File: src/rtl/present_slayer_serial_pkg.sv
// Shared PRESENT definitions: state geometry, serial FSM states and the pLayer bit permutation.
package present_slayer_serial_pkg;

  localparam int unsigned STATE_W = 64;
  localparam int unsigned NIBBLES = 16;
  localparam int unsigned NIB_W   = 4;

  typedef enum logic [1:0] {
    IDLE = 2'd0,
    RUN  = 2'd1,
    DONE = 2'd2
  } fsm_state_e;

  // Bit i moves to 16*(i mod 4) + i/4; bit 63 maps onto itself under the same formula.
  function automatic logic [STATE_W-1:0] p_layer(input logic [STATE_W-1:0] s);
    logic [STATE_W-1:0] r;
    r = '0;
    for (int unsigned i = 0; i < STATE_W; i++) begin
      r[(i % 4) * 16 + (i / 4)] = s[i];
    end
    return r;
  endfunction

endpackage

File: src/rtl/present_slayer_serial_if.sv
// Valid/ready handshake bundle carrying the 64-bit state into and out of the serial S-layer.
interface present_slayer_serial_if;
  import present_slayer_serial_pkg::*;

  logic               in_valid;
  logic               in_ready;
  logic [STATE_W-1:0] in_state;
  logic               out_valid;
  logic               out_ready;
  logic [STATE_W-1:0] out_state;

  modport master (
    output in_valid, in_state, out_ready,
    input  in_ready, out_valid, out_state
  );

  modport slave (
    input  in_valid, in_state, out_ready,
    output in_ready, out_valid, out_state
  );

endinterface

File: src/rtl/present_slayer_serial.sv
// Nibble-serial PRESENT substitution layer around one shared external S-box, optional pLayer on output.
module present_slayer_serial
  import present_slayer_serial_pkg::*;
#(
  parameter bit PLAYER = 1'b1
) (
  input  logic                      clk,
  input  logic                      rst,
  present_slayer_serial_if.slave    bus,
  output logic [NIB_W-1:0]          sbox_in,
  input  logic [NIB_W-1:0]          sbox_out,
  output logic                      busy,
  output logic [NIB_W-1:0]          nib_idx
);

  fsm_state_e         state_q,     state_d;
  logic [STATE_W-1:0] state_reg_q, state_reg_d;
  logic [STATE_W-1:0] result_q,    result_d;
  logic [STATE_W-1:0] out_state_q, out_state_d;
  logic [NIB_W-1:0]   nib_idx_q,   nib_idx_d;
  logic               in_ready_q,  in_ready_d;
  logic               out_valid_q, out_valid_d;
  logic               busy_q,      busy_d;

  // State register
  always_ff @(posedge clk) begin
    if (rst) begin
      state_q     <= IDLE;
      state_reg_q <= '0;
      result_q    <= '0;
      out_state_q <= '0;
      nib_idx_q   <= '0;
      in_ready_q  <= 1'b1;
      out_valid_q <= 1'b0;
      busy_q      <= 1'b0;
    end else begin
      state_q     <= state_d;
      state_reg_q <= state_reg_d;
      result_q    <= result_d;
      out_state_q <= out_state_d;
      nib_idx_q   <= nib_idx_d;
      in_ready_q  <= in_ready_d;
      out_valid_q <= out_valid_d;
      busy_q      <= busy_d;
    end
  end

  // Next-state and datapath updates
  always_comb begin
    state_d     = state_q;
    state_reg_d = state_reg_q;
    result_d    = result_q;
    nib_idx_d   = nib_idx_q;
    case (state_q)
      IDLE: begin
        if (bus.in_valid) begin
          state_reg_d = bus.in_state;
          nib_idx_d   = '0;
          state_d     = RUN;
        end
      end
      RUN: begin
        result_d[{nib_idx_q, 2'b00} +: NIB_W] = sbox_out;
        nib_idx_d = nib_idx_q + NIB_W'(1);
        if (nib_idx_q == NIB_W'(NIBBLES - 1)) begin
          state_d = DONE;
        end
      end
      DONE: begin
        if (bus.out_ready) begin
          state_d = IDLE;
        end
      end
      default: state_d = IDLE;
    endcase
  end

  // Registered outputs follow the next state; the result is captured on DONE entry only
  always_comb begin
    in_ready_d  = (state_d == IDLE);
    busy_d      = (state_d == RUN);
    out_valid_d = (state_d == DONE);
    out_state_d = out_state_q;
    if ((state_q == RUN) && (state_d == DONE)) begin
      out_state_d = PLAYER ? p_layer(result_d) : result_d;
    end
    sbox_in = (state_q == RUN) ? state_reg_q[{nib_idx_q, 2'b00} +: NIB_W] : '0;
  end

  assign bus.in_ready  = in_ready_q;
  assign bus.out_valid = out_valid_q;
  assign bus.out_state = out_state_q;
  assign busy          = busy_q;
  assign nib_idx       = nib_idx_q;

endmodule
File: src/flat_wrapper.sv
// flat-port wrapper written by rule: the top's interface ports become plain ports
module present_slayer_serial_flat import present_slayer_serial_pkg::*;
#(
  parameter bit PLAYER = 1'b1
)
  (clk, rst, sbox_in, sbox_out, busy, nib_idx, bus_in_valid, bus_in_state, bus_out_ready, bus_in_ready, bus_out_valid, bus_out_state);
  present_slayer_serial_if bus_i ();
  input  logic clk;
  input  logic rst;
  output logic [NIB_W-1:0] sbox_in;
  input  logic [NIB_W-1:0] sbox_out;
  output logic busy;
  output logic [NIB_W-1:0] nib_idx;
  input wire logic [$bits(bus_i.in_valid)-1:0] bus_in_valid;
  input wire logic [$bits(bus_i.in_state)-1:0] bus_in_state;
  input wire logic [$bits(bus_i.out_ready)-1:0] bus_out_ready;
  output wire logic [$bits(bus_i.in_ready)-1:0] bus_in_ready;
  output wire logic [$bits(bus_i.out_valid)-1:0] bus_out_valid;
  output wire logic [$bits(bus_i.out_state)-1:0] bus_out_state;
  assign bus_i.in_valid = bus_in_valid;
  assign bus_i.in_state = bus_in_state;
  assign bus_i.out_ready = bus_out_ready;
  assign bus_in_ready = bus_i.in_ready;
  assign bus_out_valid = bus_i.out_valid;
  assign bus_out_state = bus_i.out_state;
  present_slayer_serial #(.PLAYER(PLAYER)) u_core (.clk(clk), .rst(rst), .bus(bus_i), .sbox_in(sbox_in), .sbox_out(sbox_out), .busy(busy), .nib_idx(nib_idx));
endmodule
File: config.mk
export PLATFORM = sky130hd
export DESIGN_NAME = present_slayer_serial_flat
export DESIGN_NICKNAME = d
export VERILOG_FILES = /design/src/rtl/present_slayer_serial_pkg.sv /design/src/rtl/present_slayer_serial_if.sv /design/src/rtl/present_slayer_serial.sv /design/src/flat_wrapper.sv
export SDC_FILE = /design/constraint.sdc
export NUM_CORES = 1
export LEC_CHECK = 0
export ABC_AREA = 1
export BUFFER_PORTS_ARGS = -buffer_cell sky130_fd_sc_hd__buf_2
export CELL_PAD_IN_SITES_DETAIL_PLACEMENT = 0
export CELL_PAD_IN_SITES_GLOBAL_PLACEMENT = 1
export CORE_MARGIN = 2
export CORE_UTILIZATION = 36
export CTS_CLUSTER_SIZE = 40
export DETAILED_ROUTE_END_ITERATION = 6
export GPL_TIMING_DRIVEN = 1
export PLACE_DENSITY_LB_ADDON = 0.1
export SLEW_MARGIN = 15
export SYNTH_ARGS = -nofsm -noshare
export SYNTH_HDL_FRONTEND = slang
export SYNTH_SLANG_ARGS = --single-unit
File: constraint.sdc
create_clock -name clk -period 2.2 [get_ports clk]
set_clock_uncertainty 0.1 [all_clocks]
set_input_delay 0.11 -clock clk [delete_from_list [all_inputs] [get_ports clk]]
set_output_delay 0.11 -clock clk [all_outputs]
set_load 0.03 [all_outputs]
==> metrics.md <==
| Metric | Value |
|---|---|
| Peak supply drop | `372 uV` |
| First-pass iteration count of the detailed router | `5` |
| Setup violators final | `0` |
| Max-cap viol count | `0` |
| Residual antenna-violating net count after detailed routing | `0` |
| Hold Path Class | `primary input to flip-flop` |
| Largest buffer count on any clock path | `3` |
| Ordered cell list for the critical path | `inv_6 -> buf_12 -> o21ai_0 -> o211ai_1 -> nand3_2 -> a21oi_2 -> buf_6` |
| Port bufs | `146` |
| Transition at the pin with the smallest max-transition slack | `631 ps` |
| Element type at the critical path end | `output port` |
| X dimension of the die | `157 um` |
| Count of buffering cells on the critical path with inverters included | `3` |
| Clock root buffer | `sky130_fd_sc_hd__clkbuf_16` |
| Pin count of the biggest net entering global routing | `56` |
| Fraction of the yosys area taken by sequential cells | `47.9%` |
| Flip-flop and latch count after synthesis | `201` |
| Post-route cell area | `11300 sq um` |
| Clock latency of the later-clocked register in the worst-skew pair | `510 ps` |
| Outcome | `finished clean` |
| Antenna cells | `0` |
| Leading cell type in the layout, fill and taps excluded | `sky130_fd_sc_hd__nor2_1` |
| Number of antenna violations at the first check in global routing | `0` |
| Worst slew margin relative to its limit | `57.9%` |
| Portion of synthesized cell area occupied by the leading cell type | `47.9%` |
| Crit share post-route | `98.7%` |
| Minimum clock period after layout | `2170 ps` |
| CTS sink cnt | `201` |
| Static leakage | `0.00534 uW` |
| Routability cong. | `0.758` |
| Count of routing violations after the opening detailed-route iteration | `430` |
| Top-level port count | `147` |
| Share of post-route cells with drive strength above 1 | `19.2%` |
| Area of the multi-input gates | `3760 sq um` |
| Post-synthesis cell type with the largest combined area | `sky130_fd_sc_hd__dfxtp_1` |
| Combined global-route utilization of all metal layers | `20.4%` |
| Class of the most critical setup path | `flip-flop to output port` |
| Kind of start point of the critical path | `flip-flop` |
| Synth area leaders | `sky130_fd_sc_hd__dfxtp_1 (48%), sky130_fd_sc_hd__nor2_1 (9.7%), sky130_fd_sc_hd__nand2_1 (9.4%), sky130_fd_sc_hd__nand3_1 (8.8%), sky130_fd_sc_hd__o21ai_0 (6.4%)` |
| Peak per-stage delay on the critical path | `370 ps` |
| Most frequent cells in the layout | `sky130_fd_sc_hd__nor2_1 (211), sky130_fd_sc_hd__nand2_1 (208), sky130_fd_sc_hd__dfxtp_1 (199), sky130_fd_sc_hd__nand3_1 (146), sky130_fd_sc_hd__buf_2 (142)` |
| Die height | `157 um` |
| Setup TNS after final layout | `0 ps` |
| Slowest cell on the critical path | `sky130_fd_sc_hd__dfxtp_4` |
| Mean area per synthesized cell | `7.10 sq um` |
| First-pass GRT wire length | `40600 um` |
| Cell Rows | `55` |
| Post-synth net total | `1259` |
| Std-Cell Core Area | `22800 sq um` |
| Cell area after technology mapping | `8400 sq um` |
| Drc violations | `0` |
| Via count | `8204` |
| Power density over the cells | `761 nW/um^2` |
| Crit path DAT | `1960 ps` |
| Initial core utilization | `36.9%` |
| Final global-route overflow total | `0` |
| Unrepaired setup endpoints after global routing | `yes` |
| Total detailed-routing wirelength | `25100 um` |
| Via density per instance | `4.75` |
| Clock tree from TritonCTS | `built` |
| Post-synthesis cell count | `1183` |
| Flip-flop and latch area | `4030 sq um` |
| Highest net fanout along the worst path | `11` |
| P&R area growth vs syn | `34.9%` |
| Area of placed instances | `9650 sq um` |
| Fmax | `0.460 GHz` |
| Overall die area | `24600 sq um` |
| Number of inserted filler cells in the final layout | `2343` |
| Number of hold-slack violations in the final timing report | `0` |
| Routed len/inst | `14.5 um` |
| Crit path required time | `1990 ps` |
| Detailed placer's ending HPWL | `16500 um` |
| Number of global-route vias before repair | `7908` |
| Number of buffers created by CTS | `24` |
| H-tree depth reported by CTS | `1` |
| Yosys Warn Count | `0` |
| Top Family by Delay on Critical Path | `compound AO/OA/AOI/OAI gates` |
| Number of distinct library cell variants in the gate-level netlist after synthesis | `32` |
| Final core utilization | `49.8%` |
| Clock input transition at the sequential cells of the worst setup and hold paths | `60 ps` |
| Final Max Tran Viols | `0` |
| Total number of nets in the final design | `1471` |
power by group:
part | internal, uW | total, uW | switching, uW
registers | 3760 | 3810 | 54.4
clock network | 2370 | 3910 | 1530
logic | 365 | 907 | 542
kinds of logic (layout without fill, tap and decap cells):
group                    count (synthesis)  after routing  share of synthesized area, %
flip-flops                             201            201                          47.9
adder cells (fa/ha/maj)                  4              4                         0.596
AND/OR/NAND/NOR                        655            655                          34.1
AO/OA/AOI/OAI                          145            145                          9.14
buffers and inverters                  178            408                          8.22
final timing paths:
path,slack (ps),cells past startpoint,to,startpoint
worst max-delay path,30,7,sbox_in[1],u_core.nib_idx[0]$_SDFFE_PP0P_
worst min-delay path,20,4,u_core.state_reg_q[49]$_SDFFE_PP0P_,rst
worst max register to register,170,13,u_core.bus.out_state[7]$_SDFFE_PP0P_,u_core.nib_idx[1]$_SDFFE_PP0P_
worst min register to register,350,2,u_core.state_reg_q[29]$_SDFFE_PP0P_,u_core.state_reg_q[29]$_SDFFE_PP0P_
metrics by stage:
stage               hold slack [ps]  cells  power [uW]  setup slack (ps)
finish                         23.5   1726        8630              28.0
global route                   44.7   1726        8980             -56.3
CTS                            15.7   1714        8690              4.96
detailed placement              239   1603        4660               121
global placement                233   1603        4650               160
floorplan                       145   1183        4360              14.1
routing by layer:
| layer | part of all wire [%] | track usage [%] |
|---|---|---|
| met5 | 0 | 0 |
| met4 | 1.3 | 4.41 |
| met3 | 4.1 | 3.02 |
| met2 | 47 | 35.1 |
| met1 | 47 | 27.0 |
registers in the layout, summed over array words and instances (netlist names):
name and flops:
u_core.bus.in_ready 1, u_core.bus.out_state 64, u_core.bus.out_valid 1, u_core.busy 1, u_core.nib_idx 4, u_core.result_q 64
u_core.state_q 2, u_core.state_reg_q 64
cell usage after synthesis (all sizes together):
master and instances:
nor2 224, and3 15, a22oi 1, clkbuf 57
buf 17, nor3 12, clkinv 6, a211oi 1
a221oi 1, inv 98, o211ai 10, a21oi 20
o22ai 2, o21a 1, ha 4, dfxtp 201
nand4 41, nand3 149, nand2 214, o21ai 109
repair_timing:
action / 4_1_cts / 5_1_grt
buffers inserted: 0 / 11
pin swaps: 3 / 10
setup endpoints to repair: 4 / 43
gates resized for setup: 11 / 24
gates cloned: 1 / 1
hold endpoints to repair: 68 / 0
hold buffers: 66 / 0
layout make-up:
| class | count | share of cell area [%] |
|---|---|---|
| multi-input cells | 804 | 33.2 |
| well taps | 313 | 3.46 |
| flip-flops and latches | 201 | 35.6 |
| clock buffers | 38 | 6.39 |
| clock inverters | 6 | 0.519 |
| inverters | 104 | 3.56 |
| repair buffers | 260 | 17.4 |
worst min-delay path, delay by kind of cell:
kind / cells / cell delay (ps)
AOI/OAI and AO/OA: 1 / 140
and+or+nand+nor: 1 / 40
buffers and inverters: 2 / 280
Note: power is estimated with default switching activity, not from simulation.
